$ cat config.mk
export PLATFORM = sky130hd
export DESIGN_NAME = ir_encoder_writer
export DESIGN_NICKNAME = d
export VERILOG_FILES = /design/src/rtl/lc3b_types.sv /design/src/rtl/ir_word_fifo.sv /design/src/rtl/ir_encoder_writer.sv
export SDC_FILE = /design/constraint.sdc
export NUM_CORES = 1
export LEC_CHECK = 0
export ABC_AREA = 0
export CAP_MARGIN = 20
export CORE_ASPECT_RATIO = 0.7
export CORE_MARGIN = 2
export CORE_UTILIZATION = 50
export DETAILED_ROUTE_END_ITERATION = 10
export PLACE_DENSITY = 0.87
export SETUP_SLACK_MARGIN = 0.1
export SLEW_MARGIN = 20
export SYNTH_ARGS = -nofsm -noshare
export SYNTH_HDL_FRONTEND = slang
export SYNTH_SLANG_ARGS = --single-unit
$ cat constraint.sdc
create_clock -name clk -period 6.3 [get_ports clk]
set_clock_uncertainty 0.15 [all_clocks]
set_input_delay 1.26 -clock clk [delete_from_list [all_inputs] [get_ports clk]]
set_output_delay 1.26 -clock clk [all_outputs]
set_load 0.05 [all_outputs]
$ cat src/rtl/lc3b_types.sv
// Shared LC-3b types: opcodes, field widths and the encode/writer state.
// Imported by the IR encoder writer and its word FIFO.
package lc3b_types;

  typedef logic [15:0] lc3b_word;
  typedef logic [3:0]  lc3b_imm4;
  typedef logic [4:0]  lc3b_imm5;
  typedef logic [5:0]  lc3b_offset6;
  typedef logic [8:0]  lc3b_offset9;
  typedef logic [10:0] lc3b_offset11;
  typedef logic [7:0]  lc3b_byte;
  typedef logic [2:0]  lc3b_reg;

  typedef enum logic [3:0] {
    op_br   = 4'b0000,
    op_add  = 4'b0001,
    op_ldb  = 4'b0010,
    op_stb  = 4'b0011,
    op_jsr  = 4'b0100,
    op_and  = 4'b0101,
    op_ldr  = 4'b0110,
    op_str  = 4'b0111,
    op_rti  = 4'b1000,
    op_not  = 4'b1001,
    op_ldi  = 4'b1010,
    op_sti  = 4'b1011,
    op_jmp  = 4'b1100,
    op_shf  = 4'b1101,
    op_lea  = 4'b1110,
    op_trap = 4'b1111
  } lc3b_opcode;

  localparam int ENC_FIFO_DEPTH = 4;

  typedef enum logic {
    IDLE  = 1'b0,
    WRITE = 1'b1
  } lc3b_enc_state_t;

endpackage

$ cat src/rtl/ir_word_fifo.sv
// Synchronous word FIFO between the encoder handshake and the memory writer.
// Ports: clk, reset, push/wdata in, pop in, head/full/empty/count out.
import lc3b_types::*;

module ir_word_fifo #(
  parameter int DEPTH = ENC_FIFO_DEPTH,
  parameter int AW    = $clog2(DEPTH)
) (
  input  logic          clk,
  input  logic          reset,
  input  logic          push,
  input  logic [15:0]   wdata,
  input  logic          pop,
  output logic [15:0]   head,
  output logic          full,
  output logic          empty,
  output logic [AW:0]   count
);

  localparam logic [AW:0] FULL_CNT = (AW+1)'(DEPTH);

  logic [15:0]   mem [DEPTH];
  logic [AW-1:0] wr_ptr;
  logic [AW-1:0] rd_ptr;
  logic [AW:0]   cnt;
  logic          wr_en;
  logic          rd_en;

  assign full  = (cnt == FULL_CNT);
  assign empty = (cnt == '0);
  assign count = cnt;
  assign head  = mem[rd_ptr];

  assign wr_en = push && !full;
  assign rd_en = pop && !empty;

  always_ff @(posedge clk) begin
    if (wr_en) begin
      mem[wr_ptr] <= wdata;
    end
  end

  always_ff @(posedge clk) begin
    if (reset) begin
      wr_ptr <= '0;
      rd_ptr <= '0;
      cnt    <= '0;
    end else begin
      if (wr_en) begin
        wr_ptr <= wr_ptr + 1'b1;
      end
      if (rd_en) begin
        rd_ptr <= rd_ptr + 1'b1;
      end
      unique case ({wr_en, rd_en})
        2'b10:   cnt <= cnt + 1'b1;
        2'b01:   cnt <= cnt - 1'b1;
        default: cnt <= cnt;
      endcase
    end
  end

endmodule

$ cat src/rtl/ir_encoder_writer.sv
// Packs LC-3b instruction fields into words, buffers them and writes them
// to sequential word addresses. Ports: encode handshake + fields, memory port, status.
import lc3b_types::*;

module ir_encoder_writer #(
  parameter logic [15:0] BASE_ADDR  = 16'h0000,
  parameter int          FIFO_DEPTH = ENC_FIFO_DEPTH
) (
  input  logic        clk,
  input  logic        reset,
  input  logic        enc_valid,
  output logic        enc_ready,
  input  logic [3:0]  opcode,
  input  logic [2:0]  dest,
  input  logic [2:0]  src1,
  input  logic [2:0]  src2,
  input  logic [5:0]  offset6,
  input  logic [8:0]  offset9,
  input  logic [10:0] offset11,
  input  logic [4:0]  imm5,
  input  logic [3:0]  imm4,
  input  logic        imm_bool,
  input  logic        jsr_bool,
  input  logic        shift_bool,
  input  logic [7:0]  trapvect,
  output logic [15:0] mem_address,
  output logic [15:0] mem_wdata,
  output logic        mem_write,
  output logic [1:0]  mem_byte_enable,
  input  logic        mem_resp,
  output logic        busy,
  output logic [15:0] words_written
);

  localparam int CW = $clog2(FIFO_DEPTH) + 1;

  lc3b_opcode      op;
  lc3b_word        enc_word;
  lc3b_word        head;
  lc3b_enc_state_t state;
  lc3b_enc_state_t state_nx;
  logic            push;
  logic            pop;
  logic            full;
  logic            empty;
  logic [CW-1:0]   count;
  logic [15:0]     addr;
  logic [15:0]     wcount;

  assign op = lc3b_opcode'(opcode);

  always_comb begin
    enc_word = {opcode, 12'h000};
    unique case (op)
      op_add, op_and:
        enc_word[11:0] = imm_bool ? {dest, src1, 1'b1, imm5}
                                  : {dest, src1, 3'b000, src2};
      op_not:
        enc_word[11:0] = {dest, src1, 6'h3F};
      op_br, op_lea:
        enc_word[11:0] = {dest, offset9};
      op_jmp:
        enc_word[11:0] = {3'b000, src1, 6'h00};
      op_jsr:
        enc_word[11:0] = jsr_bool ? {1'b1, offset11}
                                  : {3'b000, src1, 6'h00};
      op_ldb, op_stb, op_ldr, op_str, op_ldi, op_sti:
        enc_word[11:0] = {dest, src1, offset6};
      op_shf:
        enc_word[11:0] = {dest, src1, imm_bool, shift_bool, imm4};
      op_trap:
        enc_word[11:0] = {4'h0, trapvect};
      op_rti:
        enc_word[11:0] = 12'h000;
      default:
        enc_word[11:0] = 12'h000;
    endcase
  end

  // Ready depends only on full: a pop in the same cycle does not free a slot.
  assign enc_ready = !full;
  assign push      = enc_valid && enc_ready;
  assign pop       = mem_write && mem_resp;

  ir_word_fifo #(
    .DEPTH (FIFO_DEPTH)
  ) u_fifo (
    .clk   (clk),
    .reset (reset),
    .push  (push),
    .wdata (enc_word),
    .pop   (pop),
    .head  (head),
    .full  (full),
    .empty (empty),
    .count (count)
  );

  always_ff @(posedge clk) begin
    if (reset) begin
      state <= IDLE;
    end else begin
      state <= state_nx;
    end
  end

  // A push is looked at directly so the write starts the cycle after it.
  always_comb begin
    state_nx = state;
    unique case (state)
      IDLE: begin
        if (!empty || push) begin
          state_nx = WRITE;
        end
      end
      WRITE: begin
        if (mem_resp) begin
          state_nx = (push || count > CW'(1)) ? WRITE : IDLE;
        end
      end
      default: state_nx = IDLE;
    endcase
  end

  always_ff @(posedge clk) begin
    if (reset) begin
      addr   <= BASE_ADDR;
      wcount <= 16'h0000;
    end else if (pop) begin
      addr   <= addr + 16'd2;
      wcount <= wcount + 16'd1;
    end
  end

  assign mem_write       = (state == WRITE);
  assign mem_address     = addr;
  assign mem_wdata       = mem_write ? head : 16'h0000;
  assign mem_byte_enable = mem_write ? 2'b11 : 2'b00;
  assign busy            = !empty || mem_write;
  assign words_written   = wcount;

endmodule

After elaboration in Yosys (flattened, before gate mapping):

Memories as Yosys holds them, arrays and structs flattened. A register that Yosys moved wholly into a read port is not among the register bits.
Index checks and enable logic that the tools add are counted.

* add/subtract/negate cells: 6
* magnitude comparators: 1
* equal/unequal tests: 18
* mux-type cells: 14
* bitwise operators: 1
* reductions and logical operators: 15

Operators by type and width (count)
* 12-bit case mux with 9 select lines: 1
* 4-bit == test (second input constant): 8
* 16-bit by 1-bit adder with 16-bit output (second input constant): 1
* 16-bit by 2-bit adder with 16-bit output (second input constant): 1
* 4-bit by 3-bit == test with 1-bit output (second input constant): 4
* 16-bit 2-to-1 mux: 1
* 12-bit 2-to-1 mux: 1
* 4-bit by 2-bit == test with 1-bit output (second input constant): 2
* 2-bit 2-to-1 mux: 3
* 6-bit 2-to-1 mux: 1
* 3-bit case mux with 2 select lines: 1
* 6-bit OR reduction: 1
* 1-bit 2-to-1 mux: 5
* 2-bit by 1-bit adder with 2-bit output (second input constant): 2
* 4-bit by 1-bit == test with 1-bit output (second input constant): 1
* 1-bit logical AND: 4
* 4-bit logical NOT: 1
* 2-bit OR reduction: 2
* 3-bit by 1-bit adder with 3-bit output (second input constant): 1
* 3-bit == test (second input constant): 1
* 3-bit by 1-bit greater-than comparator with 1-bit output (second input constant): 1
* 3-bit logical NOT: 1
* 1-bit logical OR: 3
* 3-bit by 1-bit subtractor with 3-bit output (second input constant): 1
* other kinds (6): 7

* register bits after elaboration: 40
* RAM bits: 64
* output and inout bits: 53
* logic and storage cells: 62
* memories: 1

Memory list
* u_fifo.mem: words 4, bits a word 16, rd ports 1, clocked after memory_dff 1, write ports 1, line ir_word_fifo.sv:22 `logic [15:0] mem [DEPTH];`

Depth between registers and ports, before layout:

Gate-level depths: netlist of the first run.

* depth after elaboration: 7
* gate-level depth with buffers: 8
* depth with buffers taken out: 8

Cells and area by module:

A second synthesis of the first run with hierarchy kept.

* cells, all modules: 406
* area total of the unflattened synthesis: 4904.7 um2

Modules (own cells, without submodules)
* ir_word_fifo: times used 1, cells an instance 138, area an instance 2821.5 um2
* ir_encoder_writer: times used 1, cells an instance 268, area an instance 2083.2 um2

Least setup slack after synthesis of the first run:

Ideal clock, no wire load.

* kind: register to output
* start: register state, in the netlist mem_write
* end: output mem_wdata[10]
* data arrival time: 1.626 ns
* data required time: 4.890 ns
* setup slack: 3.264 ns
* cell stages (with the launch flop): 4
* buffers on the path: 2
* cells stage by stage: dfxtp_1 -> buf_2 -> clkbuf_1 -> and2_1

* longest elaborated chain between the ends: 1

RTL lines
* start, declared: line ir_encoder_writer.sv:40 `lc3b_enc_state_t state;`
* start signal, assigned: line ir_encoder_writer.sv:103 `state <= state_nx;`
* 16-bit 2-to-1 mux: line ir_encoder_writer.sv:137 `assign mem_wdata = mem_write ? head : 16'h0000;`
* end, declared: line ir_encoder_writer.sv:27 `output logic [15:0] mem_wdata,`

Every way passes these cells.

==> impl_metrics.toml, run 1 <==
[timing]
finalSetupTns_ns = 0
tightest_slew_ns = 0.953
relSlewSlack = 0.364
finalSetupViolCount = 0
worst_slack_ns = 2.35
fmax_mhz = 253
fin_crit_sh = 0.627
min_period_ns = 3.95
whs_ns = 0.344
finalHoldViolCount = 0
slew_viol_final = 0
rsz0062_at_grt = "false"

[setup_path]
crit_required_ns = 4.89
worstReg2RegStart = "mem_write$_SDFF_PP0_"
critPathLaunchType = "flip-flop"
crit_type = "reg -> out"
r2r_slack_ns = 3.66
cp_data_arrival_time_ns = 2.54
cp_max_fo = 16
crit_end = "mem_wdata[6]"
reg2reg_to = "u_fifo.count[2]$_SDFFE_PP0P_"
rr_worst_depth = 5
end_kind = "output port"

[global_routing]
grt_use_met1 = 0.300
met3_usage = 0.0559
grt-busiest-layer = "met2"
overflow = 0
grt_antenna_before_repair = 0
track_usage = 0.219
grt_first_pass_wirelength_mm = 17.7
grt_pass1_vias = 3495
grt_max_degree = 42
global_route.usage.met2 = 0.348

[logic_synthesis]
yosysMostFrequentCell = "edfxtp_1"
synth_top_area_cell = "edfxtp_1"
synthMuxAreaShare = 0.0906
syn_area_sq_um = 4900
synthSimpleGateAreaFrac = 0.154
synth_top_area_frac = 0.392
synthCells = 394
synthArstFlopShare = 0
synth.area.top_cells = "edfxtp_1 39%, dfxtp_1 17%, mux4_2 7.4%"
synth_top_flop_cell = "edfxtp_1"
synth-xor-area-share = 0.0500
synth_common_cells = "64 x edfxtp_1, 41 x dfxtp_1, 34 x nor2_1, 25 x and2_1, 19 x nand2_1"
ys_types = 52
synth_edf_count = 64
avgSynthCellArea_sq_um = 12.4
synth_compound_area_frac = 0.0758
synthAdderAreaFrac = 0.0281
ys_seq_elements = 105
synth.yosys.seq_area_share = 0.559
syn-num-nets = 468
yosys_warnings = 0
synth_top_family_by_area = "simple AND/OR/NAND/NOR gates"

[die]
pin_count = 116
core_area_sq_um = 9610
die_area_sq_um = 10600
start_util = 0.510
fp.dieH_um = 86.8
row_count = 30
dieWidth_um = 122

[routing]
drcViolationCount = 0
via_count = 3514
drt-pass1-iter-count = 4
wire_per_inst_um = 17.5
drt_iter0_drc = 402
drtAntennaViolNets = 0
vias_per_cell = 5.58
wirelength_mm = 11.0

[worst_hold_path]
hp-class = "reg -> reg"

[cts]
postCtsSetupRepairBufs = 0
cts-htree-levels = 3
cts_resized = 0
numCtsBuffers = 9
cts_sinks = 105
cts_hold_buf = 0
root_buffer = "clkbuf_16"
clockBufferDepth = 2
clock_latency_ns = 0.34
clkTransAtPathRegs_ns = 0.07
cts_tree = "yes"

[run_status]
outcome = "finished clean"

[final_layout]
antenna_cells = 0
drive_gt1_frac = 0.0857
nNetsFinal = 571
nFillCells = 679
area_growth_pct = 29.2

[placed_design]
place_worst_setup_slack_ns = 2.39
io_buffers = 114
globalplace.congestion = 0.896
dp_hpwl_mm = 7.84

[pwr]
leakage_uw = 0.00218
p_per_area_nw_per_um2 = 260
vdd_drop_max_mv = 0.185

[job]
drv_cap = 0
[stage by stage]
step	std cells	cell area [sq um]	total power [uW]	utilization
CTS	630	6340	1660	0.659
detailed placement	614	6060	1150	0.631
global route	630	6340	1720	0.659
floorplan	394	4900	1030	-
global placement	614	6060	1140	0.630
finish	630	6340	1650	0.659
[worst min path at each step]
stage | from | end | cells past startpoint
final | mem_address[15]$_SDFFE_PP0P_ | mem_address[15]$_SDFFE_PP0P_ | 2
after global routing | words_written[15]$_SDFFE_PP0P_ | words_written[15]$_SDFFE_PP0P_ | 2
after CTS | words_written[1]$_SDFFE_PP0P_ | words_written[1]$_SDFFE_PP0P_ | 2
after detailed placement | words_written[1]$_SDFFE_PP0P_ | words_written[1]$_SDFFE_PP0P_ | 2
after global placement | mem_address[15]$_SDFFE_PP0P_ | mem_address[15]$_SDFFE_PP0P_ | 2
after floorplan | u_fifo.rd_ptr[1]$_SDFFE_PP0N_ | flip-flop | 2
[sequential cells by signal, indices dropped and copies added, names as in the netlist, named ones only]
signal	flops
u_fifo.count	3
u_fifo.wr_ptr	2
words_written	16
u_fifo.mem	64
u_fifo.rd_ptr	2
mem_write	1
mem_address	15
[kinds of logic (layout without fill, tap and decap cells)]
logic type                 Yosys count  in the layout
other                                1              1
adders and majority gates           11             11
muxes                               24             24
AOI/OAI and AO/OA                   54             54
DFF                                105            105
xor gates and xnor gates            28             28
buffers and inverters               36            144
and+or+nand+nor                    135            135
[where the power goes]
part           switching, uW  internal [uW]
logic                    185            143
clock network            244            273
registers               32.6            773
total                    461           1190
[placed cells by master, fill, tap and decap left out, types with 6 or more instances in the layout]
master	count
xnor2_1	10
mux4_2	16
a21oi_1	18
inv_1	13
clkdlybuf4s50_1	114
nand3_1	10
dfxtp_1	40
o21ai_0	11
nand2_1	19
nand4_1	13
and2_1	25
nor2_1	34
xor2_1	18
clkbuf_16	9
edfxtp_1	64
and4_1	8
ha_1	11
or3_1	6
[critical path: stages (launching register included)]
cell and delay [ns]:
dfxtp_2 0.73, mux4_2 0.58, and2_1 0.17, clkdlybuf4s50_1 0.72
[final cells by class]
type                            instances  area (sq um)  share of cell area
Sequential cell                       105          2740               0.433
Multi-Input combinational cell        253          1960               0.309
Timing Repair Buffer                  115          1150               0.181
Clock buffer                           10           229              0.0361
Tap cell                              128           160              0.0253
Inverter                               13          48.8             0.00770
Clock inverter                          6          47.5             0.00750
[metal layers]
metal	routed length, um	share of wire
met4	216	0.020
met3	591	0.054
met1	4890	0.44
met2	5320	0.48
met5	0	0
Note: power is estimated with default switching activity, not from simulation.
==> run 2, diff against run 1 <==
clock period = 3.85 ns   (was 6.3 ns; I/O delays follow)
==> impl_metrics.toml, run 2 (same netlist as run 1, synthesis figures left out) <==
[die]
fp.dieH_um = 86.8
die_area_sq_um = 10600
row_count = 30
core_area_sq_um = 9610
start_util = 0.510
dieWidth_um = 122
pin_count = 116

[setup_path]
crit_required_ns = 2.93
critPathLaunchType = "flip-flop"
critPathMaxStageDelay_ns = 0.72
crit_buf_inv = 2
critPathSlowestCell = "clkdlybuf4s50_1"
path_cells = "buf_4, mux4_2, and2_1, clkdlybuf4s50_1"
crit_type = "reg -> out"
cp_data_arrival_time_ns = 2.42
critical-path-top-delay-family = "buffers and inverters"
end_kind = "output port"
cp_max_fo = 16

[routing]
drcViolationCount = 0
vias_per_cell = 5.58
drt_iter0_drc = 199
drt-pass1-iter-count = 5
wirelength_mm = 11.3
wire_per_inst_um = 17.7
via_count = 3564
drtAntennaViolNets = 0

[global_routing]
track_usage = 0.220
overflow = 0
grt_antenna_before_repair = 0
grt_pass1_vias = 3582
grt_max_degree = 25
grt_first_pass_wirelength_mm = 17.8

[placed_design]
globalplace.congestion = 0.868
dp.cells = 623
io_buffers = 114
dp_hpwl_mm = 8.25

[timing]
finalSetupViolCount = 0
slew_viol_final = 0
relSlewSlack = 0.377
rsz0062_at_grt = "false"
min_period_ns = 3.34
fmax_mhz = 299
finalHoldViolCount = 0
fin_crit_sh = 0.868
finalSetupTns_ns = 0
tightest_slew_ns = 0.931

[pwr]
p_clk_frac = 0.330
p_per_area_nw_per_um2 = 434
p_sw_frac = 0.275
intPower_uw = 2020
combPwrFrac = 0.205
pwr-share-seq = 0.465
switching_power_uw = 768
vdd_drop_max_mv = 0.266
leakage_uw = 0.00225

[job]
drv_cap = 0

[cts]
clkTransAtPathRegs_ns = 0.07
clockBufferDepth = 2
cts_resized = 0
cts_tree = "yes"
root_buffer = "clkbuf_16"
cts_hold_buf = 0
numCtsBuffers = 9
clock_latency_ns = 0.33
cts_sinks = 105
cts-htree-levels = 3
postCtsSetupRepairBufs = 0

[final_layout]
largest_reg_flops = 64
final_cells = 639
final_cell_mix = "114 x clkdlybuf4s50_1, 64 x edfxtp_1, 41 x dfxtp_1"
top_register = "u_fifo.mem"
antenna_cells = 0
mostFrequentLayoutCell = "clkdlybuf4s50_1"
area_growth_pct = 31.2
drive_gt1_frac = 0.102
nNetsFinal = 580

[run_status]
outcome = "finished clean"

[worst_hold_path]
hp-class = "reg -> reg"
[run 2: power by group through the flow]
stage | registers, uW | logic [uW] | clock network [uW]
2_1_floorplan | 1330 | 353 | 0
3_3_place_gp | 1320 | 554 | 0
3_5_place_dp | 1320 | 571 | 0
4_1_cts | 1300 | 576 | 939
5_1_grt | 1300 | 615 | 978
6_report | 1300 | 572 | 922
[run 2: tightest hold or removal path, stage by stage, from the launching register on]
cell and delay, ns:
dfxtp_1 0.32, o21ai_0 0.07, a21oi_1 0.06
[run 2: final cells by class]
cell class | count | area (sq um)
inverter | 13 | 48.8
timing repair buffer | 124 | 1220
sequential | 105 | 2740
tap | 128 | 160
clock buffer | 9 | 225
fill | 716 | 3180
clock inverter | 7 | 81.3
multi-input combinational | 253 | 1960
[run 2: final timing paths]
kind	start	to	slack [ns]	depth (start not counted)
setup reg to reg	mem_write$_SDFF_PP0_	u_fifo.count[2]$_SDFFE_PP0P_	1.15	6
hold reg to reg	words_written[15]$_SDFFE_PP0P_	words_written[15]$_SDFFE_PP0P_	0.34	2
setup / recovery	flip-flop	mem_wdata[8]	0.51	4
hold / removal	words_written[15]$_SDFFE_PP0P_	words_written[15]$_SDFFE_PP0P_	0.34	2
[run 2: metal layers]
layer	GRT usage	vias up	part of all wire
met1	0.295	1751	0.44
met4	0.0721	0	0.024
met3	0.0500	24	0.043
li1	-	1684	-
met2	0.359	105	0.49
met5	0	-	0
[run 2: through the flow]
stage | hold WS, ns | worst slack [ns] | utilization | total power [uW] | cell area, sq um
after global placement | 0.319 | 0.831 | 0.638 | 1870 | 6130
after CTS | 0.341 | 0.459 | 0.669 | 2810 | 6430
after detailed placement | 0.328 | 0.680 | 0.638 | 1900 | 6130
final | 0.340 | 0.508 | 0.669 | 2790 | 6430
after floorplan | 0.335 | 1.30 | - | 1680 | 4900
after global routing | 0.354 | 0.414 | 0.669 | 2900 | 6430
==> run 3, diff against run 2 <==
--- a/config.mk
+++ b/config.mk
@@ -8,4 +8,5 @@
 export ABC_AREA = 0
+export ABC_CLOCK_PERIOD_IN_PS = 3850
 export CAP_MARGIN = 20
-export CORE_ASPECT_RATIO = 0.7
+export CORE_ASPECT_RATIO = 1.5
 export CORE_MARGIN = 2
==> constraint.sdc (replaced) <==
create_clock -name clk -period 3.85 [get_ports clk]
set_clock_uncertainty 0.15 [all_clocks]
set_input_delay 1.155 -clock clk [delete_from_list [all_inputs] [get_ports clk]]
set_output_delay 1.155 -clock clk [all_outputs]
set_load 0.05 [all_outputs]
==> impl_metrics.toml, run 3 (same netlist as run 1, synthesis figures left out) <==
[setup_path]
rr_worst_depth = 7
crit_required_ns = 2.54
end_kind = "output port"
cp_data_arrival_time_ns = 2.19
r2r_slack_ns = 1.28
worstReg2RegStart = "u_fifo.count[0]$_SDFFE_PP0P_"
critPathMaxStageDelay_ns = 0.80
cp_max_fo = 4
critPathSlowestCell = "clkdlybuf4s50_1"
critPathLaunchType = "flip-flop"
crit_type = "reg -> out"
reg2reg_to = "u_fifo.count[2]$_SDFFE_PP0P_"
path_cells = "inv_1, ha_1, nand2b_1, or2_2, clkdlybuf4s50_1"

[job]
drv_cap = 0

[global_routing]
overflow = 0
grt_antenna_before_repair = 0
track_usage = 0.208
grt_max_degree = 22
grt_first_pass_wirelength_mm = 17.3
grt_pass1_vias = 3713

[final_layout]
area_growth_pct = 31.1
mostFrequentLayoutCell = "clkdlybuf4s50_1"
final_cells = 627
final_cell_mix = "98 x clkdlybuf4s50_1, 64 x edfxtp_1, 41 x dfxtp_1"
top_register = "u_fifo.mem"
drive_gt1_frac = 0.135
antenna_cells = 0
largest_reg_flops = 64
nNetsFinal = 581

[routing]
wirelength_mm = 10.9
via_count = 3572
drtAntennaViolNets = 0
drt-pass1-iter-count = 5
drcViolationCount = 0
vias_per_cell = 5.70
drt_iter0_drc = 153
wire_per_inst_um = 17.3

[cts]
cts-htree-levels = 3
cts_tree = "yes"
clockBufferDepth = 2
cts_hold_buf = 0
cts_resized = 0
numCtsBuffers = 9
cts_sinks = 105
clkTransAtPathRegs_ns = 0.07
root_buffer = "clkbuf_16"
postCtsSetupRepairBufs = 0
clock_latency_ns = 0.34

[die]
start_util = 0.509
dieWidth_um = 84.8
pin_count = 116
core_area_sq_um = 9630
die_area_sq_um = 10600
fp.dieH_um = 125
row_count = 44

[placed_design]
globalplace.congestion = 0.836
dp.cells = 611
io_buffers = 114
dp_hpwl_mm = 8.03
place_worst_setup_slack_ns = 0.268

[worst_hold_path]
min_to = "words_written[1]$_SDFFE_PP0P_"
min_from = "words_written[1]$_SDFFE_PP0P_"
hold_depth = 2
hp-class = "reg -> reg"

[timing]
finalHoldViolCount = 0
slew_viol_final = 0
tightest_slew_ns = 0.795
fmax_mhz = 286
rsz0062_at_grt = "false"
finalSetupTns_ns = 0
min_period_ns = 3.49
finalSetupViolCount = 0
relSlewSlack = 0.470
worst_slack_ns = 0.358
fin_crit_sh = 0.907
whs_ns = 0.346

[run_status]
outcome = "finished clean"

[pwr]
power_uw = 2900
leakage_uw = 0.00229
vdd_drop_max_mv = 0.318
p_per_area_nw_per_um2 = 452
## run 3: changes by cell type in the layout (fill, tap and decap cells not counted)
cell	previous run	this run
clkinvlp_4	0	1
inv_8	1	0
bufinv_16	1	3
clkdlybuf4s50_1	114	98
clkinv_2	1	0
clkinv_4	0	1
inv_6	4	2
buf_4	10	27
## run 3: how the worst max path moves through the flow
stage | start | to
6_report | u_fifo.count[0]$_SDFFE_PP0P_ | busy
5_1_grt | u_fifo.count[0]$_SDFFE_PP0P_ | busy
4_1_cts | u_fifo.count[0]$_SDFFE_PP0P_ | busy
3_5_place_dp | opcode[2] | u_fifo.mem[0][2]$_DFFE_PP_
3_3_place_gp | opcode[3] | u_fifo.mem[0][1]$_DFFE_PP_
2_1_floorplan | mem_write$_SDFF_PP0_ | mem_wdata[10]
## run 3: metal layers
metal	wire [um]	GRT usage
met2	6090	0.392
met1	3900	0.216
met5	0	0
met4	299	0.106
met3	580	0.0363
## run 3: critical path, delay by kind of cell, from the launching register on
family                   cells  cell delay, ns
adder cells (fa/ha/maj)      1            0.24
buffers and inverters        2            0.91
flip-flops                   1            0.43
AND/OR/NAND/NOR              2            0.27
## run 3: power breakdown
part           internal [uW]  total (uW)  switching (uW)
logic                    237         566             330
registers               1260        1300            31.5
clock network            641        1040             400
total                   2140        2900             761
## run 3: through the flow
step | util | instance area [sq um]
floorplan | - | 4900
global placement | 0.631 | 6080
detailed placement | 0.631 | 6080
CTS | 0.667 | 6430
global route | 0.667 | 6430
finish | 0.667 | 6430
## run 3: area by class of cell
cell class	count	area, sq um
Fill cell	703	3210
Sequential cell	105	2740
Multi-Input combinational cell	253	1960
Timing Repair Buffer	125	1180
Clock buffer	9	225
Tap cell	115	144
Clock inverter	7	124
Inverter	13	48.8
